### src/rtl/sysarr_pkg.sv
// rtl/sysarr_pkg.sv - shared constants, FSM states and element index helper for the systolic array sequencer
package sysarr_pkg;

  localparam int SA_N  = 4;
  localparam int SA_DW = 32;

  typedef enum logic [2:0] {
    IDLE,
    CLR,
    FEED,
    DRAIN,
    DONE
  } state_t;

  // LSB position of element (i,j) in a row-major packed matrix
  function automatic int idx(input int i, input int j);
    return (i * SA_N + j) * SA_DW;
  endfunction

endpackage

### src/rtl/sysarr_skew.sv
// rtl/sysarr_skew.sv - combinational diagonal skew of A rows / B columns for feed step t
module sysarr_skew
  import sysarr_pkg::*;
#(
  parameter int N  = SA_N,
  parameter int DW = SA_DW,
  parameter int TW = $clog2(2 * N)
) (
  input  logic              en,
  input  logic [TW-1:0]     t,
  input  logic [N*N*DW-1:0] a_mat,
  input  logic [N*N*DW-1:0] b_mat,
  output logic [N*DW-1:0]   l_nxt,
  output logic [N*DW-1:0]   u_nxt
);

  // Row i carries A[i][k] and column i carries B[k][i] exactly when t == i + k
  always_comb begin
    l_nxt = '0;
    u_nxt = '0;
    if (en) begin
      for (int i = 0; i < N; i++) begin
        for (int k = 0; k < N; k++) begin
          if (int'(t) == i + k) begin
            l_nxt[i*DW +: DW] = a_mat[idx(i, k) +: DW];
            u_nxt[i*DW +: DW] = b_mat[idx(k, i) +: DW];
          end
        end
      end
    end
  end

endmodule

### src/rtl/sysarr_ctrl.sv
// rtl/sysarr_ctrl.sv - 4x4 systolic array sequencer: operand buffers, clear/feed/drain FSM, result latch
// Optional SYSARR_CTRL_PERF_EN adds perf_cyc, the busy-cycle count of the most recent job.
module sysarr_ctrl
  import sysarr_pkg::*;
#(
  parameter int N         = SA_N,
  parameter int DW        = SA_DW,
  parameter int DRAIN_CYC = 7
) (
  input  logic              clk,
  input  logic              rst,
  input  logic              wr_en,
  input  logic              wr_sel,
  input  logic [3:0]        wr_addr,
  input  logic [DW-1:0]     wr_data,
  input  logic              start,
  output logic              busy,
  output logic              done,
  output logic              arr_clr,
  output logic [N*DW-1:0]   l_out,
  output logic [N*DW-1:0]   u_out,
  input  logic [N*N*DW-1:0] res_in,
  output logic [N*N*DW-1:0] res_q
`ifdef SYSARR_CTRL_PERF_EN
  ,
  output logic [31:0]       perf_cyc
`endif
);

  localparam int TW  = $clog2(2 * N);
  localparam int DCW = $clog2(DRAIN_CYC + 1);
  localparam logic [TW-1:0]  T_LAST = TW'(2 * N - 2);
  localparam logic [DCW-1:0] D_LAST = DCW'(DRAIN_CYC - 1);

  state_t            state, state_nxt;
  logic [TW-1:0]     t_q, t_nxt, feed_t;
  logic [DCW-1:0]    dcnt, d_nxt;
  logic              feed_en;
  logic [N*N*DW-1:0] a_buf, b_buf;
  logic [N*DW-1:0]   l_nxt, u_nxt;

  // Operand buffers are host-writable only while idle and are never reset
  always_ff @(posedge clk) begin
    if (wr_en && state == IDLE) begin
      if (wr_sel) b_buf[int'(wr_addr)*DW +: DW] <= wr_data;
      else        a_buf[int'(wr_addr)*DW +: DW] <= wr_data;
    end
  end

  always_comb begin
    state_nxt = state;
    t_nxt     = t_q;
    d_nxt     = dcnt;
    feed_en   = 1'b0;
    feed_t    = '0;
    case (state)
      IDLE:  if (start) state_nxt = CLR;
      CLR: begin
        state_nxt = FEED;
        t_nxt     = '0;
        feed_en   = 1'b1;
      end
      FEED: begin
        if (t_q == T_LAST) begin
          state_nxt = DRAIN;
          d_nxt     = '0;
        end else begin
          t_nxt   = t_q + TW'(1);
          feed_en = 1'b1;
          feed_t  = t_q + TW'(1);
        end
      end
      DRAIN: begin
        if (dcnt == D_LAST) state_nxt = DONE;
        else                d_nxt     = dcnt + DCW'(1);
      end
      DONE:    state_nxt = IDLE;
      default: state_nxt = IDLE;
    endcase
  end

  assign busy    = (state == CLR) || (state == FEED) || (state == DRAIN);
  assign done    = (state == DONE);
  assign arr_clr = (state == CLR);

  // Edge vectors are computed one step ahead so they are registered into the cycle they belong to
  sysarr_skew #(.N(N), .DW(DW), .TW(TW)) u_skew (
    .en    (feed_en),
    .t     (feed_t),
    .a_mat (a_buf),
    .b_mat (b_buf),
    .l_nxt (l_nxt),
    .u_nxt (u_nxt)
  );

  always_ff @(posedge clk or negedge rst) begin
    if (!rst) begin
      state <= IDLE;
      t_q   <= '0;
      dcnt  <= '0;
      l_out <= '0;
      u_out <= '0;
      res_q <= '0;
    end else begin
      state <= state_nxt;
      t_q   <= t_nxt;
      dcnt  <= d_nxt;
      l_out <= l_nxt;
      u_out <= u_nxt;
      if (state == DRAIN && dcnt == D_LAST) res_q <= res_in;
    end
  end

`ifdef SYSARR_CTRL_PERF_EN
  always_ff @(posedge clk or negedge rst) begin
    if (!rst) begin
      perf_cyc <= '0;
    end else if (state == IDLE && start) begin
      perf_cyc <= '0;
    end else if (busy && perf_cyc != '1) begin
      perf_cyc <= perf_cyc + 32'd1;
    end
  end
`endif

endmodule

### config.mk
export PLATFORM = sky130hd
export DESIGN_NAME = sysarr_ctrl
export DESIGN_NICKNAME = d
export VERILOG_FILES = /design/src/rtl/sysarr_pkg.sv /design/src/rtl/sysarr_skew.sv /design/src/rtl/sysarr_ctrl.sv
export SDC_FILE = /design/constraint.sdc
export NUM_CORES = 2
export LEC_CHECK = 0
export ABC_AREA = 1
export BUFFER_PORTS_ARGS = -buffer_cell sky130_fd_sc_hd__buf_2
export CORE_AREA = 3 3 507 509
export CTS_CLUSTER_DIAMETER = 50
export DETAILED_ROUTE_END_ITERATION = 8
export DIE_AREA = 0 0 510 512
export GPL_TIMING_DRIVEN = 0
export SETUP_SLACK_MARGIN = 0.3
export SYNTH_ARGS = -nofsm -noshare
export SYNTH_HDL_FRONTEND = slang
export SYNTH_SLANG_ARGS = --single-unit
### constraint.sdc
create_clock -name clk -period 4.5 [get_ports clk]
set_input_delay 0.225 -clock clk [delete_from_list [all_inputs] [get_ports clk]]
set_output_delay 0.225 -clock clk [all_outputs]
set_load 0.02 [all_outputs]
== After elaboration in Yosys (flattened, before gate mapping) ==
Index checks and enable logic that the tools add are counted.
Storage, ports and cells
  logic and storage cells: 93
  output and inout port bits: 771
  bits of input ports: 553
  flip-flop bits (word level): 1801
Operators by class
  reductions and logical operators: 13
  muxes and demuxes: 49
  bitwise gates (word level): 1
  add/sub/neg operators: 3
  shift operators: 2
  equal/unequal tests: 17
Operator list (number)
  $bwmux W512: 2
  $mux W32: 32
  $shift A32 B33 Y512 const A: 1
  $shiftx A32 B33 Y512: 1
  $mux W128: 2
  $neg A9 Y33: 1
  $mux W3: 8
  $eq A3 B3 Y1 const B: 7
  $eq A3 B2 Y1 const B: 4
  $pmux W3 S2: 2
  $pmux W3 S4: 1
  $ne A2 B2 Y1 const B: 5
  $add A3 B1 Y3 const B: 2
  $logic_not A3 Y1: 2
  $reduce_and A2 Y1: 3
  $reduce_and A3 Y1: 2
  $reduce_bool A2 Y1: 2
  $eq A3 B1 Y1 const B: 1
  $logic_and A1 B1 Y1: 2
  $logic_or A1 B1 Y1: 2
  $pmux W1 S2: 1
  $mux W1: 1
  $not A1 Y1: 1

== Logic depth before layout (Yosys ltp) ==
  depth after elaboration: 9
  mapped depth: 13
  depth with buffers taken out: 11

== Cells and area by module ==
Synthesis repeated with hierarchy kept, for this count alone.
Unflattened totals
  cells, all modules: 6865
  area total of the unflattened synthesis: 71760.1 µm²
Modules (own cells, without submodules)
  sysarr_ctrl: cells each 4553, times used 1, seq. area each 50193.1 µm², area each 61477.7 µm²
  sysarr_skew: cells each 2312, times used 1, seq. area each 0.0 µm², area each 10282.4 µm²

== Least setup slack after synthesis ==
Ideal clock, no wire load.
  path kind: input to register
  start point: input port wr_addr[0]
  end point: register a_buf[128] (enable)
  cell stages on the path: 7
  setup time: 461 ps
  data required time: 4039 ps
  arrival time: 3546 ps
  slack: 493 ps
  cell sequence: inv_1 ha_1 clkbuf_1 inv_2 buf_1 nand3_1 nor3_1
RTL lines
  start, declared: line sysarr_ctrl.sv:14  | input logic [3:0] wr_addr,
  end signal, assigned by index: line sysarr_ctrl.sv:46  | else a_buf[int'(wr_addr)*DW +: DW] <= wr_data;
  end, declared: line sysarr_ctrl.sv:39  | logic [N*N*DW-1:0] a_buf, b_buf;

== Final worst setup path ==
  start point: register t_q[0]
  end point: register l_out[81]
Between the ends
  word-level cells in the longest chain between the ends: 9
  elaborated cells between the ends (all ways): 15
  classes of those cells: add/sub: 1; eq/ne: 5; mux: 9
Ends and longest elaborated chain
  start, declared: line sysarr_ctrl.sv:36  | logic [TW-1:0] t_q, t_nxt, feed_t;
  start signal, assigned: line sysarr_ctrl.sv:106  | t_q <= t_nxt;
  $add A3 B1 Y3 / $eq A3 B3 Y1 (equally long branches): line sysarr_ctrl.sv:70, sysarr_ctrl.sv:64
  $mux W3: line sysarr_ctrl.sv:64  | if (t_q == T_LAST) begin
  $mux W3: line sysarr_ctrl.sv:56  | case (state)
  $eq A3 B3 Y1: line sysarr_skew.sv:24  | if (int'(t) == i + k) begin
  $mux W32 (4 in a row): line sysarr_skew.sv:24
  $mux W128 *: line sysarr_skew.sv:21  | if (en) begin
  named net l_nxt[81]: line sysarr_ctrl.sv:40  | logic [N*DW-1:0] l_nxt, u_nxt;
  end signal, assigned: line sysarr_ctrl.sv:108  | l_out <= l_nxt;
  end, declared: line sysarr_ctrl.sv:20  | output logic [N*DW-1:0] l_out,
The timed path passes the listed nets; every way through them passes the cells marked *.
A chain may end at the register's enable or synchronous reset.

==> results.json <==
{
  "status": "complete, but fails checks",
  "violations": "max-capacitance violations, max-slew violations",
  "crit_type": "flip-flop to flip-flop",
  "num_rows": 185,
  "yosysMostFrequentCell": "nand2_1",
  "synth_common_cells": "nand2_1 (2218), nor2_1 (1173), edfxtp_1 (1024)",
  "ys_seq_area_share_pct": 70.5,
  "synth_top_area_cell": "edfxtp_1",
  "gr-usage-met1_pct": 45.8,
  "critPathBufInv": 5,
  "root_buffer": "clkbuf_16",
  "die_x_um": 510,
  "setup_ws_ns": 0.169,
  "drc": 0,
  "insertion_delay_ns": 0.96,
  "cts_buffers": 280,
  "cts_sinks": 1801,
  "peakVddDrop_mv": 0.426,
  "syn_area_per_cell_um2": 10.3,
  "dp_hpwl_um": 422000,
  "p_leak_nw": 43.4,
  "synth_cells": 6914,
  "routabilityCongestion": 1.12,
  "netlist_top_cells_area": "edfxtp_1 (43%), dfrtp_1 (27%), nand2_1 (12%)",
  "io_pins": 1324,
  "slowest_delay_ns": 0.60,
  "drt.antenna.violating_nets": 0,
  "place_area_um2": 83200,
  "die-area_um2": 261000,
  "synthDistinctLibCells": 27,
  "worst_hold_path_type": "input port to flip-flop",
  "powerDensity_nw_per_um2": 670,
  "finalNetCount": 9691,
  "start_util_pct": 28.1,
  "rsz0062_at_grt": "yes",
  "postLayoutCellArea_um2": 98500,
  "core-area_um2": 253000,
  "synthFlopType": "edfxtp_1",
  "clkTransAtPathRegs_ns": 0.06,
  "path_cells": "inv_1 > clkbuf_2 > ha_1 > inv_1 > nand2_1 > inv_1 > nand3_1 > nor2_4 > clkbuf_1 > nand2_1 > nand2_1 > nor2_1 > nor2_2",
  "worstPathArrival_ns": 5.11,
  "met2_usage_pct": 55.2,
  "crit_fanout": 10,
  "grt_antenna_before_repair": 96,
  "dp_slack_ns": -0.296,
  "gr-usage-met3_pct": 14.1,
  "crit_family": "simple AND/OR/NAND/NOR gates",
  "drt_iter0_markers": 10400,
  "syn-num-nets": 7473,
  "finClkSkew_ns": 0.0916,
  "cap_violations": 2,
  "grt.total_usage_pct": 38.2,
  "die_y_um": 512,
  "first_pass_iters": 8,
  "areaGrowthSynthToFinish_pct": 38.3,
  "yosys_warnings": 0,
  "end_kind": "flip-flop",
  "setup_viol": 0,
  "grt_pass1_vias": 63600,
  "yosysTopAreaCellShare_pct": 43.2,
  "tightest_slew_ns": 1.52,
  "synth_area_um2": 71200,
  "htreeDepth": 5,
  "async_reset_ff_share_pct": 43.1,
  "period_share_pct": 96.2,
  "start_kind": "flip-flop",
  "busiest_layer": "met2",
  "place.port_buffers": 1323,
  "tritoncts": "done",
  "ys_seq_elements": 1801,
  "via_per_inst": 5.22,
  "cp_slowest_cell": "clkbuf_1",
  "grt_max_degree": 116,
  "clockBufferDepth": 4,
  "min_period_ns": 4.33,
  "synth-edff-count": 1024,
  "max_slew_margin_pct": -1.99,
  "num_vias": 66700,
  "gr-total-overflow": 0,
  "max_freq_mhz": 231,
  "postCtsSetupBuffers": 0,
  "drive_gt1_share_pct": 22.7,
  "required_ns": 5.28,
  "grt_pass1_wl_um": 645000,
  "final_hold_viol_count": 0,
  "wirelength_um": 515000,
  "avgRoutedWirePerCell_um": 40.3,
  "slew_viol_final": 14
}
[path summary, 6_finish.rpt]
kind	startpoint	to	slack, ns	depth (start not counted)
setup / recovery	t_q[0]$_DFFE_PN0P_	l_out[81]$_DFF_PN0_	0.17	13
hold / removal	res_in[169]	res_q[169]$_DFFE_PN0P_	0.03	4
setup reg to reg	t_q[0]$_DFFE_PN0P_	l_out[81]$_DFF_PN0_	0.17	13
hold reg to reg	res_q[296]$_DFFE_PN0P_	res_q[296]$_DFFE_PN0P_	0.47	2
max in group asynchronous	rst	res_q[220]$_DFFE_PN0P_	2.28	6
min in group asynchronous	rst	l_out[47]$_DFF_PN0_	0.45	4
[where the power goes]
group          leakage (nW)  total (W)  internal, W  switching, W
Sequential             17.9     0.0201       0.0192      0.000946
Clock                  4.64     0.0228       0.0141       0.00866
Combinational          20.8     0.0231      0.00477        0.0184
[worst min-delay path: stages]
cell           delay [ns]
dlygate4sd3_1        0.52
buf_2                0.10
nand2_1              0.05
nand2_1              0.05
[kinds of logic after synthesis]
| group | Yosys count | synth area share (%) |
|---|---|---|
| fa+ha+maj | 6 | 0.105 |
| simple gates | 4214 | 23.7 |
| compound gates | 138 | 1.31 |
| buf+inv | 755 | 4.41 |
| flops | 1801 | 70.5 |
[cells in the final DEF (no fill, tap or decap), types with 3 or more instances in the layout]
cell type / Yosys / layout
buf_12: 0 / 14
o21ai_0: 69 / 69
clkbuf_2: 0 / 8
nor2_1: 1173 / 1149
clkbuf_8: 0 / 23
nor3_2: 3 / 15
clkbuf_16: 0 / 291
inv_1: 317 / 317
nor2_2: 1 / 4
clkinvlp_4: 0 / 15
bufinv_16: 0 / 31
ha_1: 6 / 6
edfxtp_1: 1024 / 1024
inv_6: 0 / 23
buf_16: 0 / 10
inv_8: 0 / 12
clkbuf_1: 160 / 189
a21oi_1: 3 / 3
buf_6: 0 / 33
buf_4: 5 / 8
clkinv_2: 0 / 21
inv_4: 0 / 4
inv_2: 4 / 4
dlygate4sd3_1: 0 / 552
dfrtp_1: 777 / 777
o2111ai_1: 64 / 64
nand3_1: 713 / 713
nor3_1: 96 / 82
buf_2: 229 / 1551
diode_2: 0 / 70
buf_1: 39 / 39
nor2_4: 2 / 23
nand2_1: 2218 / 2218
clkinv_1: 1 / 11
clkinv_4: 0 / 13
nand4_1: 3 / 3
clkinv_8: 0 / 9
[per-stage QoR]
| step | instances | utilization [%] | total power (W) | hold slack (ns) | setup TNS, ns |
|---|---|---|---|---|---|
| 6_report | 12800 | 38.9 | 0.0660 | 0.0306 | 0 |
| 5_1_grt | 12700 | 38.8 | 0.0673 | 0.00356 | 0 |
| 4_1_cts | 12700 | 38.8 | 0.0652 | 0.000780 | 0 |
| 3_5_place_dp | 11700 | 32.8 | 0.0420 | 0.265 | -0.808 |
| 3_3_place_gp | 11600 | 32.4 | 0.0421 | 0.425 | - |
| 2_1_floorplan | 6914 | - | 0.0298 | -0.0706 | 0 |
[cell type report]
class | count | area, um^2
fill | 25200 | 155000
sequential | 1801 | 50200
multi-input combinational | 4358 | 18100
timing repair buffer | 1936 | 13100
clock buffer | 351 | 7740
tap | 3366 | 4210
buffer | 433 | 1940
clock inverter | 138 | 1810
inverter | 322 | 1210
antenna | 70 | 175
[registers in the layout (all words and copies together) (netlist names)]
signal / flops
state: 3
u_out: 128
l_out: 128
a_buf: 512
dcnt: 3
b_buf: 512
res_q: 512
t_q: 3
[layer usage]
metal | vias to the layer above | part of all wire [%] | wire [um]
met3 | 1277 | 12 | 59200
met4 | 38 | 9.6 | 49600
met2 | 4872 | 42 | 215000
li1 | 27100 | - | -
met5 | - | 0.10 | 538
met1 | 33500 | 37 | 190000
[what timing repair did]
item                       CTS  global route
resized for setup            6             7
setup endpoints to repair   65            14
hold endpoints to repair   729             0
hold buffers               553             0
Note: power is estimated with default switching activity, not from simulation.
